<file path="config.mk">
export PLATFORM = sky130hd
export DESIGN_NAME = reg_file_sb
export DESIGN_NICKNAME = d
export VERILOG_FILES = /design/src/rtl/simple_processor_pkg.sv /design/src/rtl/rf_scoreboard.sv /design/src/rtl/reg_file_sb.sv
export SDC_FILE = /design/constraint.sdc
export NUM_CORES = 2
export LEC_CHECK = 0
export ABC_CLOCK_PERIOD_IN_PS = 50500
export CORE_ASPECT_RATIO = 1.75
export CORE_MARGIN = 2
export CORE_UTILIZATION = 50
export DETAILED_ROUTE_END_ITERATION = 16
export PLACE_DENSITY = 0.76
export SYNTH_ARGS = -nofsm -noshare
export SYNTH_HDL_FRONTEND = slang
export SYNTH_SLANG_ARGS = --single-unit
</file>
<file path="constraint.sdc">
create_clock -name clk_i -period 50.5 [get_ports clk_i]
set_clock_uncertainty 0.1 [all_clocks]
set_input_delay 7.575 -clock clk_i [delete_from_list [all_inputs] [get_ports clk_i]]
set_output_delay 7.575 -clock clk_i [all_outputs]
set_load 0.05 [all_outputs]
</file>
<file path="src/rtl/simple_processor_pkg.sv">
`default_nettype none
// ============================================================================
//  Module   : simple_processor_pkg
//  Purpose  : Shared sizing constants and types for the simple processor
//             datapath (register file, scoreboard, ALU).
//  Contents : DATA_WIDTH     - datapath width
//             NUM_REGS       - architectural register count (x0 hardwired 0)
//             REG_ADDR_WIDTH - register address width
//             reg_addr_t     - register address type
//  Revision : 1.0  initial release
// ============================================================================
package simple_processor_pkg;

   localparam int DATA_WIDTH     = 32;
   localparam int NUM_REGS       = 32;
   localparam int REG_ADDR_WIDTH = $clog2(NUM_REGS);

   typedef logic [REG_ADDR_WIDTH-1:0] reg_addr_t;

endpackage : simple_processor_pkg
`default_nettype wire

</file>
<file path="src/rtl/rf_scoreboard.sv">
`default_nettype none
// ============================================================================
//  Module   : rf_scoreboard
//  Purpose  : Per-register busy bits for the register file plus the issue
//             stall equation (RAW on rs1/rs2, WAW on rd).
//  Ports    : clk_i, arst_i        - clock, async active-high reset
//             rs1/rs2/rd_addr_i    - addresses of the issuing instruction
//             rs2_used_i           - instruction actually reads rs2
//             issue_valid_i        - instruction presented for issue
//             wb_valid_i/wb_addr_i - writeback strobe and destination
//             stall_o              - issue blocked this cycle
//             issue_fire_o         - instruction accepted this cycle
//  Options  : REG_FILE_SB_WB_BYPASS_EN - a writeback matching rs1/rs2 in the
//             current cycle releases that register for the stall equation.
//  Revision : 1.0  initial release
// ============================================================================
module rf_scoreboard #(
   parameter  int NUM_REGS   = 32,
   localparam int ADDR_WIDTH = $clog2(NUM_REGS)
) (
   input  logic                  clk_i,
   input  logic                  arst_i,
   input  logic [ADDR_WIDTH-1:0] rs1_addr_i,
   input  logic [ADDR_WIDTH-1:0] rs2_addr_i,
   input  logic                  rs2_used_i,
   input  logic [ADDR_WIDTH-1:0] rd_addr_i,
   input  logic                  issue_valid_i,
   input  logic                  wb_valid_i,
   input  logic [ADDR_WIDTH-1:0] wb_addr_i,
   output logic                  stall_o,
   output logic                  issue_fire_o
);

   logic [NUM_REGS-1:0] r_busy;
   logic [NUM_REGS-1:0] w_wb_clr;     // one-hot writeback destination
   logic [NUM_REGS-1:0] w_issue_set;  // one-hot destination of a fired issue
   logic [NUM_REGS-1:0] w_eff_busy;   // busy view used by the stall equation
   logic                w_stall;
   logic                w_fire;

   always_comb begin
      w_wb_clr = '0;
      if (wb_valid_i && (wb_addr_i != '0))
         w_wb_clr[wb_addr_i] = 1'b1;
   end

`ifdef REG_FILE_SB_WB_BYPASS_EN
   // A writeback landing on a source register this cycle is forwarded by the
   // read port, so that register no longer blocks issue.
   logic [NUM_REGS-1:0] w_src_mask;

   always_comb begin
      w_src_mask             = '0;
      w_src_mask[rs1_addr_i] = 1'b1;
      w_src_mask[rs2_addr_i] = 1'b1;
      w_eff_busy             = r_busy & ~(w_wb_clr & w_src_mask);
   end
`else
   always_comb begin
      w_eff_busy = r_busy;
   end
`endif

   // busy[0] is never set, so address 0 drops out of every term below.
   assign w_stall = issue_valid_i &&
                    (w_eff_busy[rs1_addr_i] ||
                     (rs2_used_i && w_eff_busy[rs2_addr_i]) ||
                     w_eff_busy[rd_addr_i]);

   // Reset forces fire low so nothing can be accepted while state is cleared.
   assign w_fire = issue_valid_i && !w_stall && !arst_i;

   always_comb begin
      w_issue_set = '0;
      if (w_fire && (rd_addr_i != '0))
         w_issue_set[rd_addr_i] = 1'b1;
   end

   // Set is applied after clear: a younger issue to the same register keeps
   // it busy even when the older result retires on the same edge.
   always_ff @(posedge clk_i or posedge arst_i) begin
      if (arst_i)
         r_busy <= '0;
      else
         r_busy <= (r_busy & ~w_wb_clr) | w_issue_set;
   end

   assign stall_o      = w_stall;
   assign issue_fire_o = w_fire;

endmodule : rf_scoreboard
`default_nettype wire

</file>
<file path="src/rtl/reg_file_sb.sv">
`default_nettype none
// ============================================================================
//  Module   : reg_file_sb
//  Purpose  : Architectural register file with busy scoreboard. Supplies
//             rs1/rs2 operands to the ALU, takes ALU writeback, and stalls
//             issue on pending RAW/WAW hazards.
//  Ports    : clk_i, arst_i         - clock, async active-high reset
//             rs1/rs2_addr_i        - source addresses (combinational read)
//             rs2_used_i            - 0 for immediate forms (rs2 ignored)
//             rd_addr_i             - destination of the issuing instruction
//             issue_valid_i         - instruction presented for issue
//             rs1/rs2_data_o        - operand data to the ALU
//             stall_o, issue_fire_o - issue handshake results
//             wb_valid_i/addr/data  - result writeback
//  Options  : REG_FILE_SB_WB_BYPASS_EN - forward same-cycle writeback data
//             onto matching read ports.
//  Revision : 1.0  initial release
// ============================================================================
module reg_file_sb
   import simple_processor_pkg::*;
#(
   parameter  int NUM_REGS   = simple_processor_pkg::NUM_REGS,
   localparam int ADDR_WIDTH = $clog2(NUM_REGS)
) (
   input  logic                  clk_i,
   input  logic                  arst_i,
   input  logic [ADDR_WIDTH-1:0] rs1_addr_i,
   input  logic [ADDR_WIDTH-1:0] rs2_addr_i,
   input  logic                  rs2_used_i,
   input  logic [ADDR_WIDTH-1:0] rd_addr_i,
   input  logic                  issue_valid_i,
   output logic [DATA_WIDTH-1:0] rs1_data_o,
   output logic [DATA_WIDTH-1:0] rs2_data_o,
   output logic                  stall_o,
   output logic                  issue_fire_o,
   input  logic                  wb_valid_i,
   input  logic [ADDR_WIDTH-1:0] wb_addr_i,
   input  logic [DATA_WIDTH-1:0] wb_data_i
);

   logic [DATA_WIDTH-1:0] r_regs [NUM_REGS];
   logic [DATA_WIDTH-1:0] w_rs1_data;
   logic [DATA_WIDTH-1:0] w_rs2_data;

   // Storage. Entry 0 is never written and always reads as zero.
   always_ff @(posedge clk_i or posedge arst_i) begin
      if (arst_i) begin
         for (int i = 0; i < NUM_REGS; i++)
            r_regs[i] <= '0;
      end else if (wb_valid_i && (wb_addr_i != '0)) begin
         r_regs[wb_addr_i] <= wb_data_i;
      end
   end

   always_comb begin
      w_rs1_data = (rs1_addr_i == '0) ? '0 : r_regs[rs1_addr_i];
      w_rs2_data = (rs2_addr_i == '0) ? '0 : r_regs[rs2_addr_i];
`ifdef REG_FILE_SB_WB_BYPASS_EN
      // Forwarding is suppressed during reset so the ports read zero.
      if (wb_valid_i && !arst_i && (wb_addr_i != '0)) begin
         if (wb_addr_i == rs1_addr_i)
            w_rs1_data = wb_data_i;
         if (wb_addr_i == rs2_addr_i)
            w_rs2_data = wb_data_i;
      end
`endif
   end

   assign rs1_data_o = w_rs1_data;
   assign rs2_data_o = w_rs2_data;

   rf_scoreboard #(
      .NUM_REGS (NUM_REGS)
   ) u_scoreboard (
      .clk_i         (clk_i),
      .arst_i        (arst_i),
      .rs1_addr_i    (rs1_addr_i),
      .rs2_addr_i    (rs2_addr_i),
      .rs2_used_i    (rs2_used_i),
      .rd_addr_i     (rd_addr_i),
      .issue_valid_i (issue_valid_i),
      .wb_valid_i    (wb_valid_i),
      .wb_addr_i     (wb_addr_i),
      .stall_o       (stall_o),
      .issue_fire_o  (issue_fire_o)
   );

endmodule : reg_file_sb
`default_nettype wire
</file>
==> flow_summary.yaml <==
setup_path:
  worst_setup_path_start_kind: "primary input"
  crit_family: "buffers and inverters"
  path_depth: 9
  path_buf_inv: 5
  cp_max_fo: 55
  slowest_delay_ns: 0.85
  arrival_ns: 12.94
  rr_worst_depth: 6
  rr_endpoint: "u_scoreboard.r_busy[6]"
  reg2reg_slack_ns: 47.39
  cpMostUsedCell: "buf_4"
  cp-endpoint: "rs1_data_o[12]"
  crit_path_end_kind: "output port"
  critPathSlowestCell: "buf_4"
  worstSetupPathType: "primary input to output port"
  cp_data_required_time_ns: 42.83
  r2r-start: "u_scoreboard.r_busy[29]"
  crit_start: "rs1_addr_i[0]"
  crit_chain: "buf_8 -> buf_4 -> buf_4 -> buf_4 -> mux4_2 -> mux4_2 -> mux2i_1 -> nor2_1 -> clkdlybuf4s50_1"
synthesis:
  synth_edf_count: 0
  synthFlopType: "dfrtp_1"
  ys_warn_count: 0
  synth-async-reset-ratio_pct: 100
  synth_area_leaders: "dfrtp_1, mux4_2, mux2_2, clkbuf_1, mux2i_1"
  synth.distinct_cells: 51
  synth_top_cell_area_share_pct: 46.9
  synth-seq-cells: 1056
  ys_seq_area_share_pct: 46.9
  yosysTopAreaCell: "dfrtp_1"
  postSynthAreaPerCell_um2: 16.2
  synthesis.nets: 3539
  netlist_area_um2: 56300
  synth_top_cells_by_count: "dfrtp_1, mux2_2, mux4_2, clkbuf_1, nand2_1"
  synth.most_common_cell: "dfrtp_1"
  syn_inst: 3482
global_route:
  first_global_vias: 35500
  grt_max_degree: 176
  grt_pass1_wl_um: 236000
  antenna_found_initial: 6
  grt_usage_pct: 27.7
  grt_overflow_total: 0
floorplanning:
  initial_core_util_pct: 50.5
  core_um2: 111000
  die_y_um: 448
  rows: 162
  die_x_um: 258
  ios: 123
  die_area_um2: 115000
timing:
  timing.final.crit_share_pct: 40.8
  finalSetupViolCount: 0
  finalHoldViolCount: 0
  period_needed_ns: 20.62
  max_freq_mhz: 48.5
  slew_violations: 0
  worst_slew_pin_slew_ns: 1.20
  finalSetupTns_ns: 0
  rsz0062_at_grt: "no"
  slew_headroom_pct: 20.1
routing:
  num_vias: 33400
  drt-vias-per-instance: 6.83
  wl_per_cell_um: 32.0
  dr.pass1.iters: 5
  drc: 0
  wirelength_um: 157000
  ant_nets: 0
  drt_iter0_drc: 2950
final_layout:
  drive_gt1_share_pct: 56.1
  area_delta_synth_final_pct: 9.23
  fillCellCount: 8698
  nNetsFinal: 3398
  final_core_util_pct: 55.2
clock_network:
  clockBufferDepth: 3
  cts.sink_count: 1056
  ctsHoldBuffers: 0
  htreeDepth: 3
  clkLatencyLatePin_ns: 0.70
  ctsResizeCount: 0
  postCtsSetupRepairBufs: 0
  cts_tree: "built"
  numCtsBuffers: 92
  root_buffer: "clkbuf_16"
  clk_pin_slew_worst_paths_ns: 0.07
outcome:
  status: "complete, no violations"
place:
  io_buffers: 122
  dp_hpwl_um: 82300
  gp_congestion: 0.802
power_and_ir_drop:
  powerDensity_nw_per_um2: 39.9
  ir_drop_mv: 0.0231
  cellLeakagePower_nw: 26.0
run:
  maxCapViolCount: 0
hold_path:
  hold_path_class: "register to register"
[layout by cell type, fill, tap and decap left out, types with 10 or more instances in the layout]
cell	count
bufinv_16	11
clkbuf_1	14
clkbuf_16	97
o31ai_1	15
mux4_2	650
nor2_1	43
buf_4	47
o21ai_0	14
a21oi_1	33
dfrtp_1	1056
mux2i_1	54
nand2_4	15
clkinv_2	20
o31ai_2	10
clkbuf_8	16
nand2_1	84
nor2_4	17
mux2_2	997
clkdlybuf4s50_1	113
nand3b_1	10
[worst min-delay path by stage]
stage	start	endpoint	cells past startpoint
2_1_floorplan	r_regs[1000]	r_regs[1000]	1
3_3_place_gp	r_regs[1014]	r_regs[1014]	0
3_5_place_dp	r_regs[1013]	r_regs[1013]	0
4_1_cts	r_regs[1020]	r_regs[1020]	0
5_1_grt	r_regs[1023]	r_regs[1023]	0
6_report	r_regs[1013]	r_regs[1013]	0
[worst reg2reg max path: stages (launching register included)]
cell and delay (ns):
dfrtp_1 0.41, mux4_1 0.52, mux2_2 0.30, nand3_2 0.09
nand3_2 0.10, nand4bb_1 0.88, o31ai_1 0.57
[through the flow]
step | worst slack (ns) | total power (W) | cell area [µm²] | hold WS (ns) | instances
after floorplan | 13.10 | 0.00155 | 56300 | 0.341 | 3482
after global placement | 29.68 | 0.00168 | 58300 | 0.276 | 4723
after detailed placement | 29.70 | 0.00170 | 58300 | 0.284 | 4723
after CTS | 29.69 | 0.00246 | 61500 | 0.299 | 4890
after global routing | 29.36 | 0.00255 | 61500 | 0.311 | 4891
final | 29.88 | 0.00245 | 61500 | 0.295 | 4893
[power by group]
part	total, W	switching (W)	internal [W]	leakage [nW]
sequential	0.00112	0.000118	0.00100	13.6
clock	0.000763	0.000332	0.000431	1.57
combinational	0.000567	0.000233	0.000335	10.9
total	0.00245	0.000683	0.00177	26.0
[metal layers]
metal  GRT usage, %  vias to the layer above  share of wire [%]
met5              0                        -              0.017
met4           12.1                        4                4.5
met3           4.29                      350                6.5
met2           47.0                     1370                 51
met1           35.7                    18500                 38
li1               -                    13200                  -
[cell families after synthesis]
group | share of synthesized area [%]
AO/OA/AOI/OAI | 1.21
multiplexers | 46.9
buffers and inverters | 3.21
flip-flops | 46.9
AND/OR/NAND/NOR | 1.74
[state kept, by name, indices dropped and copies added (netlist names)]
| register | flops |
|---|---|
| r_regs | 1024 |
| u_scoreboard.r_busy | 32 |
[area by class of cell]
type                       instances  area [µm²]  area share (%)
multi-input combinational       2011       28300            46.1
antenna                            3        7.51          0.0122
clock inverter                    40         502           0.815
tap                             1476        1850            3.00
inverter                           9        46.3          0.0752
sequential                      1056       26400            42.9
clock buffer                     127        2700            4.39
timing repair buffer             171        1660            2.70
(Power assumes the default switching activity.)
